==> config.mk <==
export PLATFORM = sky130hd
export DESIGN_NAME = polymul_recon
export DESIGN_NICKNAME = d
export VERILOG_FILES = /design/src/rtl/polymul_recon.sv
export SDC_FILE = /design/constraint.sdc
export NUM_CORES = 2
export LEC_CHECK = 0
export ABC_AREA = 1
export CORE_ASPECT_RATIO = 0.7
export CORE_MARGIN = 1.5
export CORE_UTILIZATION = 29
export DETAILED_ROUTE_END_ITERATION = 7
export PLACE_DENSITY = 0.41
export REMOVE_ABC_BUFFERS = 1
export SLEW_MARGIN = 25
export SYNTH_ARGS = -nofsm -noshare
export SYNTH_HDL_FRONTEND = slang
export SYNTH_SLANG_ARGS = --single-unit
==> constraint.sdc <==
create_clock -name clk -period 22.8 [get_ports clk]
set_input_delay 3.42 -clock clk [delete_from_list [all_inputs] [get_ports clk]]
set_output_delay 3.42 -clock clk [all_outputs]
set_load 0.02 [all_outputs]
==> src/rtl/polymul_recon.sv <==
// Rebuilds N = Q*D + R (mod Q_MOD) with an output-stationary schoolbook MAC, one tap per cycle.
// Per coefficient: (taps + 4) cycles; no backpressure, memories are assumed always ready.
module polymul_recon #(
    parameter int Q_MOD    = 4591,
    parameter int COEF_W   = 13,
    parameter int ADDR_W   = 11,
    parameter int MAX_DEG  = 760,
    parameter int DEG_ADDR = 2047,
    parameter int ACC_W    = 36
) (
    input  logic              clk,
    input  logic              rst,
    input  logic              start,
    output logic              busy,
    output logic              done,
    output logic              err,
    output logic [ADDR_W-1:0] deg_n,
    output logic [ADDR_W-1:0] q_addr,
    input  logic [COEF_W-1:0] q_rdata,
    output logic [ADDR_W-1:0] d_addr,
    input  logic [COEF_W-1:0] d_rdata,
    output logic [ADDR_W-1:0] r_addr,
    input  logic [COEF_W-1:0] r_rdata,
    output logic [ADDR_W-1:0] n_addr,
    output logic [COEF_W-1:0] n_wdata,
    output logic              n_we
);

    localparam int PROD_W = 2 * COEF_W;
    localparam logic [ADDR_W-1:0] DEG_A  = ADDR_W'(DEG_ADDR);
    localparam logic [11:0]       MAXD   = 12'(MAX_DEG);
    localparam logic [ACC_W-1:0]  QM_ACC = ACC_W'(Q_MOD);

    typedef enum logic [3:0] {
        S_IDLE, S_RDDEG, S_CAPDEG, S_ERR, S_MAC,
        S_DRAIN, S_REDUCE, S_WRITE, S_WDEG, S_DONE
    } state_t;

    state_t              state_q, state_d;
    logic                busy_q, busy_d;
    logic                done_q, done_d;
    logic                err_q, err_d;
    logic [ADDR_W-1:0]   deg_n_q, deg_n_d;
    logic [ADDR_W-1:0]   q_addr_q, q_addr_d;
    logic [ADDR_W-1:0]   d_addr_q, d_addr_d;
    logic [ADDR_W-1:0]   r_addr_q, r_addr_d;
    logic [ADDR_W-1:0]   n_addr_q, n_addr_d;
    logic [COEF_W-1:0]   n_wdata_q, n_wdata_d;
    logic                n_we_q, n_we_d;
    logic [COEF_W-1:0]   dq_q, dq_d;
    logic [COEF_W-1:0]   dd_q, dd_d;
    logic [COEF_W-1:0]   dr_q, dr_d;
    logic [11:0]         s_q, s_d;
    logic [ADDR_W-1:0]   k_q, k_d;
    logic [ADDR_W-1:0]   i_q, i_d;
    logic                drain_q, drain_d;
    logic                tap_iss_q, tap_iss_d;
    logic                r_iss_q, r_iss_d;
    logic                d1_q, d1_d;
    logic                rcap_q, rcap_d;
    logic                p_vld_q, p_vld_d;
    logic [PROD_W-1:0]   prod_q, prod_d;
    logic [ACC_W-1:0]    acc_q, acc_d;

    logic [COEF_W-1:0]   k13, i13, kn, lo_n, hi_c;
    logic                empty_n;
    logic [11:0]         s_cap;

    // Tap window for the current k and the next k, widened to degree width.
    always_comb begin
        k13     = COEF_W'(k_q);
        i13     = COEF_W'(i_q);
        kn      = k13 + 13'd1;
        lo_n    = (kn > dd_q) ? (kn - dd_q) : '0;
        hi_c    = (k13 < dq_q) ? k13 : dq_q;
        empty_n = kn > COEF_W'(s_q);
        s_cap   = 12'(q_rdata) + 12'(d_rdata);
    end

    always_comb begin
        state_d   = state_q;
        busy_d    = busy_q;
        done_d    = 1'b0;
        err_d     = err_q;
        deg_n_d   = deg_n_q;
        q_addr_d  = q_addr_q;
        d_addr_d  = d_addr_q;
        r_addr_d  = r_addr_q;
        n_addr_d  = n_addr_q;
        n_wdata_d = n_wdata_q;
        n_we_d    = 1'b0;
        dq_d      = dq_q;
        dd_d      = dd_q;
        dr_d      = dr_q;
        s_d       = s_q;
        k_d       = k_q;
        i_d       = i_q;
        drain_d   = drain_q;
        tap_iss_d = 1'b0;
        r_iss_d   = 1'b0;
        d1_d      = tap_iss_q;
        rcap_d    = r_iss_q;
        p_vld_d   = d1_q;
        prod_d    = prod_q;
        acc_d     = acc_q;

        // Read data lands one cycle after the address; the R word seeds the accumulator.
        if (d1_q) begin
            prod_d = PROD_W'(q_rdata) * PROD_W'(d_rdata);
        end
        if (rcap_q) begin
            acc_d = (k13 > dr_q) ? '0 : ACC_W'(r_rdata);
        end else if (p_vld_q) begin
            acc_d = acc_q + ACC_W'(prod_q);
        end

        case (state_q)
            S_IDLE: begin
                if (start) begin
                    state_d  = S_RDDEG;
                    busy_d   = 1'b1;
                    err_d    = 1'b0;
                    q_addr_d = DEG_A;
                    d_addr_d = DEG_A;
                    r_addr_d = DEG_A;
                end
            end
            S_RDDEG: begin
                state_d = S_CAPDEG;
            end
            S_CAPDEG: begin
                dq_d = q_rdata;
                dd_d = d_rdata;
                dr_d = r_rdata;
                s_d  = s_cap;
                if (s_cap > MAXD) begin
                    state_d = S_ERR;
                    err_d   = 1'b1;
                    done_d  = 1'b1;
                    busy_d  = 1'b0;
                end else begin
                    deg_n_d   = (COEF_W'(s_cap) >= r_rdata) ? ADDR_W'(s_cap) : ADDR_W'(r_rdata);
                    k_d       = '0;
                    i_d       = '0;
                    q_addr_d  = '0;
                    d_addr_d  = '0;
                    r_addr_d  = '0;
                    tap_iss_d = 1'b1;
                    r_iss_d   = 1'b1;
                    state_d   = S_MAC;
                end
            end
            S_ERR: begin
                state_d = S_IDLE;
            end
            S_MAC: begin
                if (i13 < hi_c) begin
                    i_d       = i_q + 1'b1;
                    q_addr_d  = i_q + 1'b1;
                    d_addr_d  = ADDR_W'(k13 - i13 - 13'd1);
                    tap_iss_d = 1'b1;
                end else begin
                    state_d = S_DRAIN;
                    drain_d = 1'b0;
                end
            end
            S_DRAIN: begin
                if (drain_q) begin
                    state_d = S_REDUCE;
                end else begin
                    drain_d = 1'b1;
                end
            end
            S_REDUCE: begin
                n_wdata_d = COEF_W'(acc_q % QM_ACC);
                n_addr_d  = k_q;
                n_we_d    = 1'b1;
                state_d   = S_WRITE;
            end
            S_WRITE: begin
                if (k_q == deg_n_q) begin
                    n_addr_d  = DEG_A;
                    n_wdata_d = COEF_W'(deg_n_q);
                    n_we_d    = 1'b1;
                    state_d   = S_WDEG;
                end else begin
                    k_d      = k_q + 1'b1;
                    r_addr_d = ADDR_W'(kn);
                    r_iss_d  = 1'b1;
                    drain_d  = 1'b0;
                    // Past degQ+degD there are no taps; only the R word is fetched.
                    if (empty_n) begin
                        state_d = S_DRAIN;
                    end else begin
                        i_d       = ADDR_W'(lo_n);
                        q_addr_d  = ADDR_W'(lo_n);
                        d_addr_d  = ADDR_W'(kn - lo_n);
                        tap_iss_d = 1'b1;
                        state_d   = S_MAC;
                    end
                end
            end
            S_WDEG: begin
                done_d  = 1'b1;
                busy_d  = 1'b0;
                state_d = S_DONE;
            end
            S_DONE: begin
                state_d = S_IDLE;
            end
            default: begin
                state_d = S_IDLE;
            end
        endcase
    end

    always_ff @(posedge clk or posedge rst) begin
        if (rst) begin
            state_q   <= S_IDLE;
            busy_q    <= 1'b0;
            done_q    <= 1'b0;
            err_q     <= 1'b0;
            deg_n_q   <= '0;
            q_addr_q  <= '0;
            d_addr_q  <= '0;
            r_addr_q  <= '0;
            n_addr_q  <= '0;
            n_wdata_q <= '0;
            n_we_q    <= 1'b0;
            dq_q      <= '0;
            dd_q      <= '0;
            dr_q      <= '0;
            s_q       <= '0;
            k_q       <= '0;
            i_q       <= '0;
            drain_q   <= 1'b0;
            tap_iss_q <= 1'b0;
            r_iss_q   <= 1'b0;
            d1_q      <= 1'b0;
            rcap_q    <= 1'b0;
            p_vld_q   <= 1'b0;
            prod_q    <= '0;
            acc_q     <= '0;
        end else begin
            state_q   <= state_d;
            busy_q    <= busy_d;
            done_q    <= done_d;
            err_q     <= err_d;
            deg_n_q   <= deg_n_d;
            q_addr_q  <= q_addr_d;
            d_addr_q  <= d_addr_d;
            r_addr_q  <= r_addr_d;
            n_addr_q  <= n_addr_d;
            n_wdata_q <= n_wdata_d;
            n_we_q    <= n_we_d;
            dq_q      <= dq_d;
            dd_q      <= dd_d;
            dr_q      <= dr_d;
            s_q       <= s_d;
            k_q       <= k_d;
            i_q       <= i_d;
            drain_q   <= drain_d;
            tap_iss_q <= tap_iss_d;
            r_iss_q   <= r_iss_d;
            d1_q      <= d1_d;
            rcap_q    <= rcap_d;
            p_vld_q   <= p_vld_d;
            prod_q    <= prod_d;
            acc_q     <= acc_d;
        end
    end

    assign busy    = busy_q;
    assign done    = done_q;
    assign err     = err_q;
    assign deg_n   = deg_n_q;
    assign q_addr  = q_addr_q;
    assign d_addr  = d_addr_q;
    assign r_addr  = r_addr_q;
    assign n_addr  = n_addr_q;
    assign n_wdata = n_wdata_q;
    assign n_we    = n_we_q;

endmodule

==> impl_metrics.toml <==
[synthesis]
synth-seq-cells = 217
synthFlopType = "dfrtp_1"
synth_cells = 4783
synth.distinct_cells = 80
ys_seq_area_share_pct = 16.5
yosys_warnings = 0
syn_area_um2 = 32900
avgSynthCellArea_um2 = 6.89
async_flop_share_pct = 100
synth-edff-count = 0

[floorplan]
ios = 114
rows = 103
die_y_um = 285
die-width_um = 406
start_util_pct = 29.2
die_area_um2 = 116000
coreArea_um2 = 113000

[worst_setup_path]
cp_data_arrival_time_ps = 21580
cpPeakStageDelay_ps = 430
worstSetupEndpointType = "flip-flop"
cp.required_ps = 23280
path_class = "reg2reg"
path_common_cell = "nand2_2"
crit_path_start_kind = "flip-flop"
crit_fanout = 16
critPathSlowestCell = "dfrtp_1"

[cells_and_area]
final_cell_mix = "1137 x nand2_1, 676 x inv_1, 331 x nand3_1"
final_common_cell = "nand2_1"
n_fill_cell = 12300
fin_area_um2 = 38600
area_growth_pct = 17.1
layout-drive-gt1-share_pct = 22.8
final_nets = 5389

[min_path]
hold_class = "reg2reg"

[timing]
hold_viol = 0
slew-limit-headroom_pct = 28.8
period_minus_slack_ps = 21100
finalCritPeriodShare_pct = 92.5
tightestPinTransition_ps = 1060
clock_skew_ps = 42.0
timing.fmax_mhz = 47.4
setup_ws_ps = 1700
setup_violations = 0
maxSlewViolCount = 0
holdWs_ps = 348
final.setup.tns_ps = 0

[drt]
routed_wl_um = 103000
ant_nets = 0
drt_iter0_drc = 2027
vias = 30600
wl_per_cell_um = 15.7
via_per_inst = 4.66
drc = 0
drtPass1Iterations = 6

[clock_tree]
cts_tree = "done"
numCtsBuffers = 28
h-tree-depth = 1
numClockSinks = 217
path_clk_slew_ps = 70
clk_path_buf_depth = 3
cts_root_buffer = "clkbuf_16"
postCtsHoldBufs = 0
clk_latency_ps = 590

[place]
hpwl_um = 81500
pre_cts_ws_ps = -303
place_congestion = 0.853
numPortBuffers = 113
post_dp_cell_area_um2 = 35900

[run]
drv_cap = 0

[global_routing]
grt_pass1_vias = 28300
grt_pass1_wl_um = 162000
grt_antenna_before_repair = 2
grt_max_degree = 119
grt.overflow.total = 0
grtUsageTotal_pct = 17.2

[run_status]
outcome = "finished, final reports clean"
-- state kept, by name (all words and copies together) (netlist names), 4 cells and up --
signal   cells
acc_q       36
prod_q      26
dd_q        13
dq_q        13
dr_q        13
n_wdata     13
s_q         12
d_addr      11
deg_n       11
i_q         11
k_q         11
n_addr      11
q_addr      11
r_addr      11
state_q      4
-- area by class of cell --
type	count	area [um2]	share of cell area (%)
Antenna cell	1	2.50	0.00648
Clock buffer	36	761	1.97
Clock inverter	15	154	0.399
Inverter	774	3000	7.78
Multi-Input combinational cell	3706	24700	64.0
Sequential cell	217	5440	14.1
Tap cell	1522	1900	4.93
Timing Repair Buffer	295	2640	6.84
-- Yosys cell counts, types with 21 or more instances --
cell type | n | area share [%]
a21oi_1 | 217 | 3.3
clkbuf_1 | 63 | 0.72
dfrtp_1 | 217 | 16
fa_1 | 126 | 7.7
ha_1 | 199 | 7.6
inv_1 | 680 | 7.7
inv_2 | 64 | 0.73
nand2_1 | 1159 | 13
nand2_2 | 298 | 5.7
nand2_4 | 165 | 5.6
nand3_1 | 346 | 5.3
nand3_2 | 53 | 1.6
nand3_4 | 21 | 1.1
nand4_1 | 98 | 1.9
nor2_1 | 307 | 3.5
nor2_2 | 81 | 1.5
nor2_4 | 39 | 1.3
nor3_1 | 21 | 0.32
o21ai_0 | 195 | 3.0
o21ai_1 | 21 | 0.32
xnor2_1 | 22 | 0.58
xor2_1 | 84 | 2.2
-- routing by layer --
metal	global-route usage [%]	part of all wire [%]	vias up
li1	-	-	15800
met1	28.7	57	14300
met2	24.0	39	494
met3	1.70	3.7	52
met4	1.58	0.89	0
met5	0	0	-
-- repair_timing --
| item | 4_1_cts | 5_1_grt |
|---|---|---|
| pin swaps | 0 | 71 |
| cloned | 1 | 20 |
| resized for setup | 3 | 168 |
| setup buffers | 0 | 97 |
| setup endpoints to repair | 13 | 13 |
-- path summary, 6_finish.rpt --
path                       cells after the start  slack, ps      start     endpoint
hold reg to reg                                0        350    r_iss_q       rcap_q
setup / recovery                             172       1700  acc_q[32]  n_wdata[10]
hold / removal                                 0        350    r_iss_q       rcap_q
min in group asynchronous                      2       3250        rst    acc_q[15]
max in group asynchronous                      4      18030        rst  n_wdata[11]
setup reg to reg                             172       1700  acc_q[32]  n_wdata[10]
-- critical path, delay by kind of cell (launching register included) --
family | cells | cell delay, ps
flip-flops | 1 | 430
adder cells (fa/ha/maj) | 1 | 170
buffers and inverters | 21 | 2750
AND/OR/NAND/NOR | 145 | 16540
AO/OA/AOI/OAI | 4 | 840
XOR/XNOR | 1 | 180
-- logic make-up after synthesis --
group | after synthesis | synth area share [%]
AO/OA/AOI/OAI | 601 | 10.8
flip-flops | 217 | 16.5
XOR/XNOR | 111 | 3.06
buffers and inverters | 881 | 11.5
adder cells (fa/ha/maj) | 325 | 15.2
AND/OR/NAND/NOR | 2648 | 43.0
-- per-stage QoR --
step / cells / utilization, %
finish: 6566 / 34.2
global route: 6566 / 34.2
CTS: 6447 / 32.6
detailed placement: 6395 / 31.8
global placement: 6395 / 31.8
floorplan: 4676 / -
Power is left out: the tool's default activity adds up to more than one toggle a clock period on the data nets, which glitch-free logic cannot reach.
